[config.mk]
export PLATFORM = sky130hd
export DESIGN_NAME = eeprom_boot_loader
export DESIGN_NICKNAME = d
export VERILOG_FILES = /design/src/rtl/eeprom_boot_loader.sv
export SDC_FILE = /design/constraint.sdc
export NUM_CORES = 1
export LEC_CHECK = 0
export CAP_MARGIN = 20
export CORE_MARGIN = 4
export CORE_UTILIZATION = 25
export DETAILED_ROUTE_END_ITERATION = 8
export PLACE_DENSITY = 0.53
export SKIP_LAST_GASP = 1
export SYNTH_ARGS = -nofsm -noshare
export SYNTH_HDL_FRONTEND = slang
export SYNTH_SLANG_ARGS = --single-unit
[constraint.sdc]
create_clock -name clk -period 4.9 [get_ports clk]
set_input_delay 0.98 -clock clk [delete_from_list [all_inputs] [get_ports clk]]
set_output_delay 0.98 -clock clk [all_outputs]
set_load 0.005 [all_outputs]
[src/rtl/eeprom_boot_loader.sv]
// Program-load sequencer for the EEPROM/RAM block.
// In IDLE the CPU owns the memory port (pass-through). On an accepted start the loader
// takes the port, writes a valid/ready byte stream into cells 0..len-1, reads the image
// back, compares it against the running checksum, then returns the port to the CPU.
//
// Ports:
//   clk, rst_n                      clock, asynchronous active-low reset
//   start, abort, len               load request, cancel, byte count (1..DEPTH)
//   in_data, in_valid, in_ready     byte stream handshake
//   cpu_addr/data/ram_in/ram_out    CPU side of the memory port
//   mem_addr/data/ram_in/ram_out    to the EEPROM block
//   mem_q                           combinational EEPROM read data of mem_addr
//   busy, done, error, checksum     status; done/error are sticky until next start
module eeprom_boot_loader #(
   parameter int unsigned ADDR_W = 10,
   parameter int unsigned DEPTH  = 1024
) (
   input  logic              clk,
   input  logic              rst_n,
   input  logic              start,
   input  logic              abort,
   input  logic [ADDR_W:0]   len,
   input  logic [7:0]        in_data,
   input  logic              in_valid,
   output logic              in_ready,
   input  logic [ADDR_W-1:0] cpu_addr,
   input  logic [7:0]        cpu_data,
   input  logic              cpu_ram_in,
   input  logic              cpu_ram_out,
   output logic [ADDR_W-1:0] mem_addr,
   output logic [7:0]        mem_data,
   output logic              mem_ram_in,
   output logic              mem_ram_out,
   input  logic [7:0]        mem_q,
   output logic              busy,
   output logic              done,
   output logic              error,
   output logic [7:0]        checksum
);

   typedef enum logic [1:0] {StIdle, StLoad, StVerify} state_e;

   localparam logic [ADDR_W:0] CntOne   = (ADDR_W+1)'(1);
   localparam logic [ADDR_W:0] DepthLen = (ADDR_W+1)'(DEPTH);

   state_e          state;
   logic [ADDR_W:0] cnt;
   logic [ADDR_W:0] len_q;
   logic [7:0]      sum;
   logic [7:0]      vsum;

   logic            last;
   logic            accept;
   logic            len_ok;
   logic [7:0]      vsum_next;

   assign last      = (cnt == len_q - CntOne);
   // abort wins over a same-cycle handshake: the byte is neither accepted nor written
   assign accept    = (state == StLoad) && in_valid && !abort;
   assign len_ok    = (len != '0) && (len <= DepthLen);
   assign vsum_next = vsum + mem_q;

   assign busy      = (state != StIdle);
   assign in_ready  = (state == StLoad);
   assign checksum  = sum;

   // Memory port mux; CPU inputs are ignored entirely while busy.
   always_comb begin
      mem_addr    = cpu_addr;
      mem_data    = cpu_data;
      mem_ram_in  = cpu_ram_in;
      mem_ram_out = cpu_ram_out;
      case (state)
         StLoad: begin
            mem_addr    = cnt[ADDR_W-1:0];
            mem_data    = in_data;
            mem_ram_in  = accept;
            mem_ram_out = 1'b0;
         end
         StVerify: begin
            mem_addr    = cnt[ADDR_W-1:0];
            mem_data    = 8'h00;
            mem_ram_in  = 1'b0;
            mem_ram_out = 1'b1;
         end
         default: ;
      endcase
   end

   always_ff @(posedge clk or negedge rst_n) begin
      if (!rst_n) begin
         state <= StIdle;
         cnt   <= '0;
         len_q <= '0;
         sum   <= '0;
         vsum  <= '0;
         done  <= 1'b0;
         error <= 1'b0;
      end else begin
         case (state)
            StIdle: begin
               if (start) begin
                  done <= 1'b0;
                  if (len_ok) begin
                     len_q <= len;
                     cnt   <= '0;
                     sum   <= '0;
                     error <= 1'b0;
                     state <= StLoad;
                  end else begin
                     error <= 1'b1;
                  end
               end
            end
            StLoad: begin
               if (abort) begin
                  error <= 1'b1;
                  state <= StIdle;
               end else if (accept) begin
                  sum <= sum + in_data;
                  if (last) begin
                     cnt   <= '0;
                     vsum  <= '0;
                     state <= StVerify;
                  end else begin
                     cnt <= cnt + CntOne;
                  end
               end
            end
            StVerify: begin
               if (abort) begin
                  error <= 1'b1;
                  state <= StIdle;
               end else begin
                  vsum <= vsum_next;
                  cnt  <= cnt + CntOne;
                  if (last) begin
                     if (vsum_next == sum) done  <= 1'b1;
                     else                  error <= 1'b1;
                     state <= StIdle;
                  end
               end
            end
            default: state <= StIdle;
         endcase
      end
   end

endmodule

# ---- Yosys cells after proc, flatten, opt, wreduce, memory -nomap -nowiden
# Index checks and enable logic that the tools add are counted.
dict set report classes {
  addsub 4
  multipliers 0
  div_mod_pow 0
  n_lt_le_gt_ge 1
  n_eq_ne 17
  shifts 0
  n_mux 41
  bitwise 0
  n_reduce_logical 19
}
# operator count
set op_table {}
lappend op_table {{$mux W11} 6}
lappend op_table {{$mux W8} 8}
lappend op_table {{$pmux W8 S2} 3}
lappend op_table {{$pmux W11 S3} 1}
lappend op_table {{$reduce_and A5 Y1} 5}
lappend op_table {{$add A8 B8 Y8} 2}
lappend op_table {{$mux W2} 7}
lappend op_table {{$ne A2 B2 Y1 const B} 7}
lappend op_table {{$add A11 B1 Y11 const B} 1}
lappend op_table {{$eq A11 B11 Y1} 1}
lappend op_table {{$le A11 B11 Y1 const B} 1}
lappend op_table {{$reduce_bool A11 Y1} 1}
lappend op_table {{$sub A11 B1 Y11 const B} 1}
lappend op_table {{$mux W1} 10}
lappend op_table {{$mux W10} 1}
lappend op_table {{$eq A8 B8 Y1} 1}
lappend op_table {{$reduce_bool A2 Y1} 4}
lappend op_table {{$ne A3 B2 Y1 const B} 2}
lappend op_table {{$ne A3 B3 Y1 const B} 2}
lappend op_table {{$pmux W1 S2} 3}
lappend op_table {{$pmux W2 S3} 1}
lappend op_table {{$reduce_and A6 Y1} 1}
lappend op_table {{$ne A2 B1 Y1 const B} 2}
lappend op_table {{$logic_and A1 B1 Y1} 3}
lappend op_table {{8 further kinds} 8}
dict set report totals {
  regBits 42
  latch_bits 0
  ramBits 0
  rom_bits 0
  input_bits 52
  output_inout_bits 32
  word_cells 89
  mem_count 0
}

# ---- Logic depth before layout (Yosys ltp)
dict set report depth {
  word_depth 6
  mapped_depth 11
}

# ---- Worst setup path after synthesis
# Ideal clock, no wire load.
dict set report synth_timing {
  kind {input-to-reg}
  startpoint {input mem_q[0]}
  endpoint {register done}
  arrival_time_ns 3.460
  path_slack_ns 1.375
  cell_stages 9
  cell_sequence {ha_1 fa_1 xor2_1 a311o_1 a2111oi_0 o311ai_0 or4_1 nor3_1 o22a_1}
}
dict set report synth_between {
  elab_chain_cells 4
}
# element line_no
set synth_lines {}
lappend synth_lines {{from (decl)} 34} ;# input logic [7:0] mem_q,
lappend synth_lines {{$add A8 B8 Y8} 61} ;# assign vsum_next = vsum + mem_q;
lappend synth_lines {{$eq A8 B8 Y1} 138} ;# if (vsum_next == sum) done <= 1'b1;
lappend synth_lines {{$ne A2 B2 Y1 (no source line)} -}
lappend synth_lines {{$reduce_and A5 Y1 (no source line)} -}
lappend synth_lines {{to (signal assigned)} 97} ;# done <= 1'b0;
lappend synth_lines {{to (signal assigned)} 103} ;# done <= 1'b0;
lappend synth_lines {{to (signal assigned)} 138}
lappend synth_lines {{to (decl)} 36} ;# output logic done,
# No other way between the ends.
# A chain may end at the register's enable or synchronous reset.

# ---- Worst setup path in the final report
# Same ends and word-level chain as after synthesis.

==> results.sh <==
export IMPL_status="finished clean"
export IMPL_setup_viol=0
export IMPL_wl_mm=10.46
export IMPL_post_drt_wl_per_cell_um=15.20
export IMPL_hp_class="register to register"
export IMPL_ir_drop_mv=0.2006
export IMPL_track_usage=0.1292
export IMPL_clock_sinks=42
export IMPL_final_cell_count_no_fill=688
export IMPL_rrSetupSlack_ns=1.40
export IMPL_fmax_ghz=0.2591
export IMPL_pwr_share_clk=0.150
export IMPL_start_kind="input port"
export IMPL_via_count=3384
export IMPL_cts_hold_fix_buffers=0
export IMPL_grt_pass1_wl_mm=17.26
export IMPL_synth_edf_count=0
export IMPL_fillers=1464
export IMPL_p_int_mw=1.337
export IMPL_cts_tree="done"
export IMPL_fin_skew_ns=0.008487
export IMPL_ys_async_sr_fraction=1.000
export IMPL_final_util=0.3403
export IMPL_syn_inst=431
export IMPL_timing_rr_end="cnt[7]"
export IMPL_max_cap_viol_count=0
export IMPL_yosys_most_used_dff="dfrtp_1"
export IMPL_clk_pin_slew_ns=0.06
export IMPL_p_sw_frac=0.4102
export IMPL_dr_pass1_iters=4
export IMPL_drive_above_1_share=0.08071
export IMPL_finalCriticalPeriod_ns=3.860
export IMPL_arrival_ns=4.09
export IMPL_grt_max_degree=43
export IMPL_final_max_slew_viol_count=0
export IMPL_rows=43
export IMPL_worstSetupEndpointType="register"
export IMPL_die_area_um2=16390
export IMPL_reg2reg_depth=9
export IMPL_layout_commonest_cell="clkdlybuf4s50_1"
export IMPL_dp_cells=679
export IMPL_drcViolationCount=0
export IMPL_holdWs_ns=0.5030
export IMPL_die_height_um=128.0
export IMPL_required_ns=5.13
export IMPL_synth_top_area_frac=0.2919
export IMPL_floorplan_initialDensity=0.2574
export IMPL_route_antenna_remaining_nets=0
export IMPL_syn_nets=505
export IMPL_drt_iter0_drc=171
export IMPL_cts_htree_levels=2
export IMPL_grt_pass1_vias=3408
export IMPL_cts_resized=0
export IMPL_p_per_area_nw_per_um2=476.2
export IMPL_cts_root_buf="clkbuf_16"
export IMPL_cts_buffers=5
export IMPL_portBuffers=83
export IMPL_pin_count=84
export IMPL_diodes=0
export IMPL_core_um2=13990
export IMPL_synth_avg_cell_area_um2=8.355
export IMPL_synth_warnings=0
export IMPL_p_seq_frac=0.266
export IMPL_period_share=0.7877
export IMPL_startpoint="mem_q[0]"
export IMPL_hold_viol=0
export IMPL_worstMarginPinSlew_ns=0.8613
export IMPL_grt_overflow_total=0
export IMPL_comb_power_share=0.583
export IMPL_insertion_delay_ns=0.29
export IMPL_dp_slack_ns=0.7545
export IMPL_die_w_um=128.0
export IMPL_ys_top_cells_by_area="dfrtp_1, ha_1, mux2_2"
export IMPL_antenna_found_initial=0
export IMPL_switching_power_mw=0.9298
export IMPL_reg2reg_from="len_q[0]"
export IMPL_gp_congestion=0.8836
export IMPL_cts_buffer_depth=2
export IMPL_tns_ns=0
export IMPL_fin_nets=581
export IMPL_postCtsSetupBuffers=0
export IMPL_rsz0062_at_grt="false"
export IMPL_total_leakage_power_nw=1.943
export IMPL_ys_types=62
export IMPL_critical_path_class="input port to register"
export IMPL_synthToLayoutAreaGrowth_pct=32.17
export IMPL_slew_headroom=0.4185
export IMPL_worstSetupEndpoint="done"
export IMPL_crit_path_max_fanout=3
export IMPL_ys_seq_area_frac=0.2919
export IMPL_postLayoutSetupSlackWorst_ns=1.040
export IMPL_synth_seq_cells=42
export IMPL_viasPerCell=4.919
export IMPL_synth_area_um2=3601
export IMPL_layout_common_cells="clkdlybuf4s50_1, inv_1, dfrtp_1"
export IMPL_place_hpwl_mm=8.025
export IMPL_yosysTopAreaCell="dfrtp_1"
==> worst min-delay path by stage <==
| stage | from | endpoint | slack, ns | cells past startpoint |
|---|---|---|---|---|
| CTS | done | done | 0.51 | 1 |
| global route | len_q[10] | len_q[10] | 0.54 | 1 |
| finish | done | done | 0.50 | 1 |
| global placement | done | done | 0.49 | 1 |
| detailed placement | done | done | 0.49 | 1 |
| floorplan | done | done | 0.48 | 1 |
==> through the flow <==
step / power (mW) / instance area (um2)
finish: 2.267 / 4760
floorplan: 1.460 / 3601
CTS: 2.293 / 4740
global route: 2.478 / 4760
global placement: 1.911 / 4592
detailed placement: 1.939 / 4592
==> cell usage after synthesis, drive strengths merged (5+ instances only) <==
cell type / n
nand3: 14
nor2b: 5
o211ai: 7
nor3: 11
clkbuf: 14
a21o: 5
nand2: 34
xor2: 10
mux2: 21
dfrtp: 42
o21ai: 39
a31oi: 5
nor2: 24
a21oi: 24
o22ai: 14
xnor2: 21
inv: 44
ha: 20
or4: 6
and3: 9
==> flip-flops by register name, indices dropped and copies added, names as in the netlist <==
register,cells
error,1
state,2
vsum,8
cnt,11
done,1
checksum,8
len_q,11
==> kinds of logic after synthesis <==
logic type / share of synthesized area
multiplexers: 0.07505
AO/OA/AOI/OAI: 0.2144
adder cells (fa/ha/maj): 0.08061
buffers and inverters: 0.06880
flip-flops: 0.2919
AND/OR/NAND/NOR: 0.1876
XOR/XNOR: 0.08165
==> routing by layer <==
| layer | wire length (um) | vias up | global-route usage |
|---|---|---|---|
| met2 | 5010 | 87 | 0.2212 |
| met1 | 4746 | 1600 | 0.1666 |
| met3 | 573 | 10 | 0.02750 |
| li1 | - | 1687 | - |
| met4 | 128 | 0 | 0.03059 |
| met5 | 0 | - | 0 |
==> layout make-up <==
class                   instances  area [um2]  share of cell area
clock inverters                 1       5.005            0.001052
repair buffers                 87       868.3              0.1824
well taps                     180       225.2             0.04732
inverters                      44       165.2             0.03470
clock buffers                   7       142.6             0.02997
flip-flops and latches         42        1051              0.2208
multi-input cells             327        2302              0.4837
==> critical path, cell delays in order <==
cell and delay (ns):
clkdlybuf4s50_1 0.41, ha_1 0.23, fa_1 0.48, xor2_1 0.18, a311o_1 0.32, a2111oi_0 0.32, o311ai_0 0.20, or4_1 0.61
nor3_1 0.21, o22a_1 0.16
==> power groups by stage <==
stage	Sequential [mW]	Clock, mW	Combinational, mW
2_1_floorplan	0.563	0	0.897
3_3_place_gp	0.605	0	1.31
3_5_place_dp	0.611	0	1.33
4_1_cts	0.604	0.354	1.33
5_1_grt	0.621	0.372	1.49
6_report	0.604	0.341	1.32
No activity file was read; power rests on OpenSTA's default activity.
